## src/rtl/typed_stage_pkg.sv

```systemverilog
// rtl/typed_stage_pkg.sv - shared types, defaults and width helper for typed_stage_fifo
package typed_stage_pkg;

  typedef logic [7:0] byte_payload_t;

  localparam int DEFAULT_DEPTH = 4;

  // Pointer width never collapses to zero bits, even for tiny depths.
  function automatic int clog2_min1(input int n);
    int w;
    w = $clog2(n);
    return (w < 1) ? 1 : w;
  endfunction

endpackage

```

## src/rtl/typed_stage_mem.sv

```systemverilog
// rtl/typed_stage_mem.sv - PAYLOAD_T storage array, sync write port, async read port
module typed_stage_mem
  import typed_stage_pkg::*;
#(
  parameter type PAYLOAD_T = byte_payload_t,
  parameter int  DEPTH     = DEFAULT_DEPTH
) (
  input  logic                         clk,
  input  logic                         we,
  input  logic [clog2_min1(DEPTH)-1:0] waddr,
  input  PAYLOAD_T                     wdata,
  input  logic [clog2_min1(DEPTH)-1:0] raddr,
  output PAYLOAD_T                     rdata
);

  PAYLOAD_T mem [DEPTH];

  always_ff @(posedge clk) begin
    if (we) begin
      mem[waddr] <= wdata;
    end
  end

  assign rdata = mem[raddr];

endmodule

```

## src/rtl/typed_stage_fifo.sv

```systemverilog
// rtl/typed_stage_fifo.sv - type-parameterized valid/ready FIFO stage; optional hwm port via TYPED_STAGE_FIFO_HWM_EN
module typed_stage_fifo
  import typed_stage_pkg::*;
#(
  parameter type PAYLOAD_T = byte_payload_t,
  parameter int  DEPTH     = DEFAULT_DEPTH
) (
  input  logic                   clk,
  input  logic                   rst,
  input  logic                   in_valid,
  output logic                   in_ready,
  input  PAYLOAD_T               in_data,
  output logic                   out_valid,
  input  logic                   out_ready,
  output PAYLOAD_T               out_data,
  output logic [$clog2(DEPTH):0] count
`ifdef TYPED_STAGE_FIFO_HWM_EN
  ,
  output logic [$clog2(DEPTH):0] hwm
`endif
);

  localparam int PW = clog2_min1(DEPTH);
  localparam int CW = $clog2(DEPTH) + 1;
  localparam logic [CW-1:0] FULL_COUNT = CW'(DEPTH);

  logic [PW-1:0] wr_ptr;
  logic [PW-1:0] rd_ptr;
  logic [CW-1:0] count_next;
  logic          push;
  logic          pop;
  PAYLOAD_T      head_data;

  // Handshakes derive from registered count only, so there is no in->out path.
  assign in_ready  = !rst && (count != FULL_COUNT);
  assign out_valid = !rst && (count != '0);
  assign push      = in_valid && in_ready;
  assign pop       = out_valid && out_ready;
  assign out_data  = out_valid ? head_data : PAYLOAD_T'(0);

  always_comb begin
    count_next = count;
    if (push && !pop) begin
      count_next = count + CW'(1);
    end else if (pop && !push) begin
      count_next = count - CW'(1);
    end
  end

  // DEPTH is a power of two, so natural pointer overflow is the modulo wrap.
  always_ff @(posedge clk) begin
    if (rst) begin
      wr_ptr <= '0;
      rd_ptr <= '0;
      count  <= '0;
    end else begin
      if (push) begin
        wr_ptr <= wr_ptr + PW'(1);
      end
      if (pop) begin
        rd_ptr <= rd_ptr + PW'(1);
      end
      count <= count_next;
    end
  end

`ifdef TYPED_STAGE_FIFO_HWM_EN
  always_ff @(posedge clk) begin
    if (rst) begin
      hwm <= '0;
    end else if (count_next > hwm) begin
      hwm <= count_next;
    end
  end
`endif

  typed_stage_mem #(
    .PAYLOAD_T (PAYLOAD_T),
    .DEPTH     (DEPTH)
  ) u_mem (
    .clk   (clk),
    .we    (push),
    .waddr (wr_ptr),
    .wdata (in_data),
    .raddr (rd_ptr),
    .rdata (head_data)
  );

endmodule

```

## config.mk

```make
export PLATFORM = sky130hd
export DESIGN_NAME = typed_stage_fifo
export DESIGN_NICKNAME = d
export VERILOG_FILES = /design/src/rtl/typed_stage_pkg.sv /design/src/rtl/typed_stage_mem.sv /design/src/rtl/typed_stage_fifo.sv
export SDC_FILE = /design/constraint.sdc
export NUM_CORES = 1
export LEC_CHECK = 0
export ABC_AREA = 1
export CORE_MARGIN = 2
export CORE_UTILIZATION = 24
export DETAILED_ROUTE_END_ITERATION = 10
export GPL_ROUTABILITY_DRIVEN = 0
export SETUP_SLACK_MARGIN = 0.3
export SKIP_LAST_GASP = 1
export SLEW_MARGIN = 10
export SYNTH_ARGS = -nofsm -noshare
export SYNTH_HDL_FRONTEND = slang
export SYNTH_SLANG_ARGS = --single-unit
```

## constraint.sdc

```tcl
create_clock -name clk -period 2.35 [get_ports clk]
set_input_delay 0.235 -clock clk [delete_from_list [all_inputs] [get_ports clk]]
set_output_delay 0.235 -clock clk [all_outputs]
set_load 0.02 [all_outputs]
```

## After elaboration in Yosys (flattened, before gate mapping)

Memories as Yosys holds them, arrays and structs flattened. A register that Yosys moved wholly into a read port is not among the register bits.
Index checks and enable logic that the tools add are counted.

| storage, ports and cells | value |
|---|---|
| bits in registers | 7 |
| bits in writable memories | 32 |
| bits of input ports | 12 |
| output and inout bits | 13 |
| logic and storage cells | 27 |
| memories | 1 |

| operators by class | value |
|---|---|
| add/sub/neg operators | 4 |
| equality and inequality tests | 1 |
| multiplexer cells | 7 |
| reductions and logical operators | 11 |

Memory list:

| memory | words | width | read ports | clocked after memory_dff | write ports | line | RTL |
|---|---|---|---|---|---|---|---|
| u_mem.mem | 4 | 8 | 1 | 1 | 1 | typed_stage_mem.sv:16 | `PAYLOAD_T mem [DEPTH];` |

Operators by type and width:

| operator | count |
|---|---|
| two-way mux 8 bit | 1 |
| logical AND 1 bit | 6 |
| two-way mux 3 bit | 2 |
| adder 2 x 1 -> 2 bit (second input constant) | 2 |
| two-way mux 2 bit | 2 |
| adder 3 x 1 -> 3 bit (second input constant) | 1 |
| zero test 1 bit | 3 |
| != test 3 bit (second input constant) | 1 |
| nonzero test 3 bit | 1 |
| subtractor 3 x 1 -> 3 bit (second input constant) | 1 |
| two-way mux 1 bit | 2 |
| nonzero test 2 bit | 1 |

## Logic depth before layout (Yosys ltp)

| depth | value |
|---|---|
| depth after elaboration | 7 |
| mapped depth | 13 |
| mapped depth without buffers | 13 |

## Hierarchy

Synthesis repeated with hierarchy kept, for this count alone.

| second synthesis, totals | value |
|---|---|
| cells, all modules | 204 |
| area total of the unflattened synthesis | 1856.8 µm² |

By module, submodules not included:

| module | times used | cells an instance | area an instance (µm²) | sequential area each (µm²) |
|---|---|---|---|---|
| typed_stage_mem | 1 | 133 | 1387.6 | 960.9 |
| typed_stage_fifo | 1 | 71 | 469.2 | 140.1 |

## Least setup slack after synthesis

No wires, ideal clock.

| timing | value |
|---|---|
| path kind | register -> register |
| start | reg count[0] |
| end | reg count[2] |
| setup time | 0.113 ns |
| data arrival time | 1.762 ns |
| required time | 2.237 ns |
| setup slack | 0.475 ns |
| cell stages (with the launch flop) | 14 |
| buffers on the path | 0 |
| clock period less this slack | 1.875 ns |
| path through | dfxtp_1 nor2_2 nand2_1 nand3_2 inv_2 ha_1 inv_1 fa_1 inv_1 nand2_1 nand3_1 nand2_1 nand2_1 nor2_1 |

| between the ends | value |
|---|---|
| word-level cells in the longest chain between the ends | 6 |
| elaborated cells between the ends (all ways) | 15 |
| those cells by class | 2 x add/sub; 1 x eq/ne; 2 x mux; 10 x reduce/logical |

RTL lines:

| what | line | RTL |
|---|---|---|
| start: declaration | typed_stage_fifo.sv:16 | `output logic [$clog2(DEPTH):0] count` |
| start signal: assignment | typed_stage_fifo.sv:63 | `count <= count_next;` |
| != test 3 bit * | typed_stage_fifo.sv:35 | `assign in_ready = !rst && (count != FULL_COUNT);` |
| logical AND 1 bit * | typed_stage_fifo.sv:35 |  |
| logical AND 1 bit * | typed_stage_fifo.sv:37 | `assign push = in_valid && in_ready;` |
| named net push | typed_stage_fifo.sv:30 | `logic push;` |
| zero test 1 bit | typed_stage_fifo.sv:45 | `end else if (pop && !push) begin` |
| logical AND 1 bit | typed_stage_fifo.sv:45 |  |
| nonzero test 2 bit (no line) | n/a |  |

Mark *: on every way through the listed nets, which the timed path passes. The rest lies on a longest branch. The select of a mux whose other input is x is not followed.
A chain may end at the register's enable or synchronous reset.

==> results.sh <==
export IMPL_status="finished, final reports clean"
export IMPL_grt_pass1_wl_mm=5.75
export IMPL_syn_inst=165
export IMPL_ys_async_sr_fraction=0
export IMPL_synthesis_area_um2=1790
export IMPL_ys_seq_area_frac=0.639
export IMPL_min_period_ps=1880
export IMPL_start_util=0.248
export IMPL_synth_top_area_cell="edfxtp_1"
export IMPL_routed_via_count=1209
export IMPL_finClkSkew_ps=4.65
export IMPL_ios=25
export IMPL_maxSlewViolCount=0
export IMPL_viasPerCell=3.96
export IMPL_setup_worst_path_end_class="output port"
export IMPL_rsz0062_at_grt="false"
export IMPL_avgSynthCellArea_um2=10.8
export IMPL_crit_required_ps=2120
export IMPL_yosys_area_share_simple=0.164
export IMPL_finalSetupViolCount=0
export IMPL_ant_nets=0
export IMPL_synth_area_mux_share=0
export IMPL_cts_tree="yes"
export IMPL_cts_made_buffers=5
export IMPL_dp_hpwl_mm=2.46
export IMPL_synth_commonest_cells="edfxtp_1, nor2_1, nand2_1, inv_1, nor2_2"
export IMPL_clock_sinks=41
export IMPL_grt_util_all_layers=0.0916
export IMPL_fmax_ghz=0.532
export IMPL_tightest_slew_ps=268
export IMPL_htreeDepth=2
export IMPL_wl_met2_mm=1.70
export IMPL_synth_edf_count=32
export IMPL_drc=0
export IMPL_overflow=0
export IMPL_hp_start="rd_ptr[0]"
export IMPL_routed_wl_mm=3.41
export IMPL_relSlewSlack=0.821
export IMPL_drive_gt1_frac=0.189
export IMPL_drtIter0Drc=82
export IMPL_synth_compound_area_share=0.0784
export IMPL_critPathKind="reg2out"
export IMPL_hold_viol_final=0
export IMPL_port_buffers=24
export IMPL_synth_adder_area_share=0.0462
export IMPL_crit_fanout=8
export IMPL_final_nets=223
export IMPL_post_layout_nonfiller_instances=305
export IMPL_timing_rr_start="count[0]"
export IMPL_die_area_um2=8150
export IMPL_design_area_um2=2300
export IMPL_synth_area_leaders="edfxtp_1, dfxtp_1, nor2_1"
export IMPL_synth_top_family_by_area="simple AND/OR/NAND/NOR gates"
export IMPL_clock_root_buffer="clkbuf_8"
export IMPL_clkLatencyLatePin_ps=290
export IMPL_place_inst=297
export IMPL_post_cts_buffers=0
export IMPL_synth_top_area_share=0.538
export IMPL_coreArea_um2=7210
export IMPL_dieHeight_um=90.3
export IMPL_met3_length_um=159
export IMPL_die_w_um=90.3
export IMPL_drt_pass1_iter_count=4
export IMPL_postSynthNetCount=183
export IMPL_path_clk_slew_ps=70
export IMPL_drt_met1_wl_mm=1.50
export IMPL_synthToLayoutAreaGrowth_pct=28.7
export IMPL_grt_pass1_vias=1196
export IMPL_place_area_um2=2200
export IMPL_routedWlPerCell_um=11.2
export IMPL_period_share=0.800
export IMPL_cp_start_kind="flop"
export IMPL_p_leak_uw=0.000907
export IMPL_yosys_cell_types_count=19
export IMPL_setup_tns_ps=0
export IMPL_synth_seq_cells=41
export IMPL_cp_data_arrival_time_ps=1650
export IMPL_rows=31
export IMPL_drv_cap=0
export IMPL_yosysWarningCount=0
export IMPL_synth_xor_area_share=0.00490
export IMPL_grt_max_degree=17
export IMPL_antenna_found_initial=0
export IMPL_top_layer="met4"
export IMPL_powerDensity_nw_per_um2=810
export IMPL_peakVddDrop_mv=0.207
export IMPL_clk_path_buf_depth=2
export IMPL_synthFlopType="edfxtp_1"
export IMPL_diodes=0
export IMPL_hold_path_class="reg2reg"
[flip-flops by register name, indices dropped and copies added, names as in the netlist, named ones only]
signal     cells
wr_ptr         2
count          3
u_mem.mem     32
rd_ptr         2
[through the flow]
stage | util | hold WS [ps] | total power, uW | setup WS, ps
2_1_floorplan | - | 307 | 1160 | 475
3_3_place_gp | 0.305 | 457 | 1350 | 257
3_5_place_dp | 0.305 | 466 | 1350 | 228
4_1_cts | 0.319 | 477 | 1890 | 433
5_1_grt | 0.319 | 497 | 1980 | 315
6_report | 0.319 | 476 | 1860 | 469
[logic make-up after synthesis]
kind of cell,Yosys count
AOI/OAI and AO/OA,28
xor gates and xnor gates,1
adders and majority gates,6
buffers and inverters,23
DFF,41
and+or+nand+nor,66
[power by group]
group	internal [uW]	leakage, uW	switching (uW)	total (uW)
Sequential	830	0.000364	32.2	862
Combinational	181	0.000487	265	445
Clock	319	0.0000554	237	556
[worst max-delay path, stage by stage, from the launching register on]
cell           delay (ps)
dfxtp_1               380
buf_4                 190
nor2_1                 60
nor2_1                 80
o21ai_0                80
a21oi_1               210
dlygate4sd2_1         360
[metal layers]
layer | vias to the layer above | track usage
met5 | - | 0
met4 | 0 | 0.0577
met3 | 4 | 0.0267
met2 | 26 | 0.150
met1 | 555 | 0.105
li1 | 624 | -
[placed cells by master (no fill, tap or decap), types with 3 or more instances in the layout]
cell	instances
nor2_1	32
edfxtp_1	32
nand2_1	16
inv_1	15
clkdlybuf4s50_1	15
nor2_2	13
buf_4	13
a21oi_1	11
o21ai_1	10
dlygate4sd2_1	9
dfxtp_1	8
o21ai_0	7
ha_1	5
clkbuf_8	5
inv_2	4
nand3_1	3
[final cells by class]
class                   instances  area (um^2)
inverters                      19         71.3
clock inverters                 2         38.8
clock buffers                   6         72.6
well taps                      99          124
multi-input cells             101          524
fillers                       761         4910
repair buffers                 37          327
flip-flops and latches         41         1140
[final timing paths]
kind / to / slack (ps) / cells past startpoint
hold reg to reg: flop / 480 / 2
setup reg to reg: count[2] / 530 / 12
hold / removal: flop / 480 / 2
setup / recovery: out_data[1] / 470 / 6
[timing repair]
action | 4_1_cts | 5_1_grt
endpoints found under the setup margin | 9 | 0
hold buffers | 0 | 0
gates resized for setup | 10 | 0
Power figures use the tool's default switching activity.
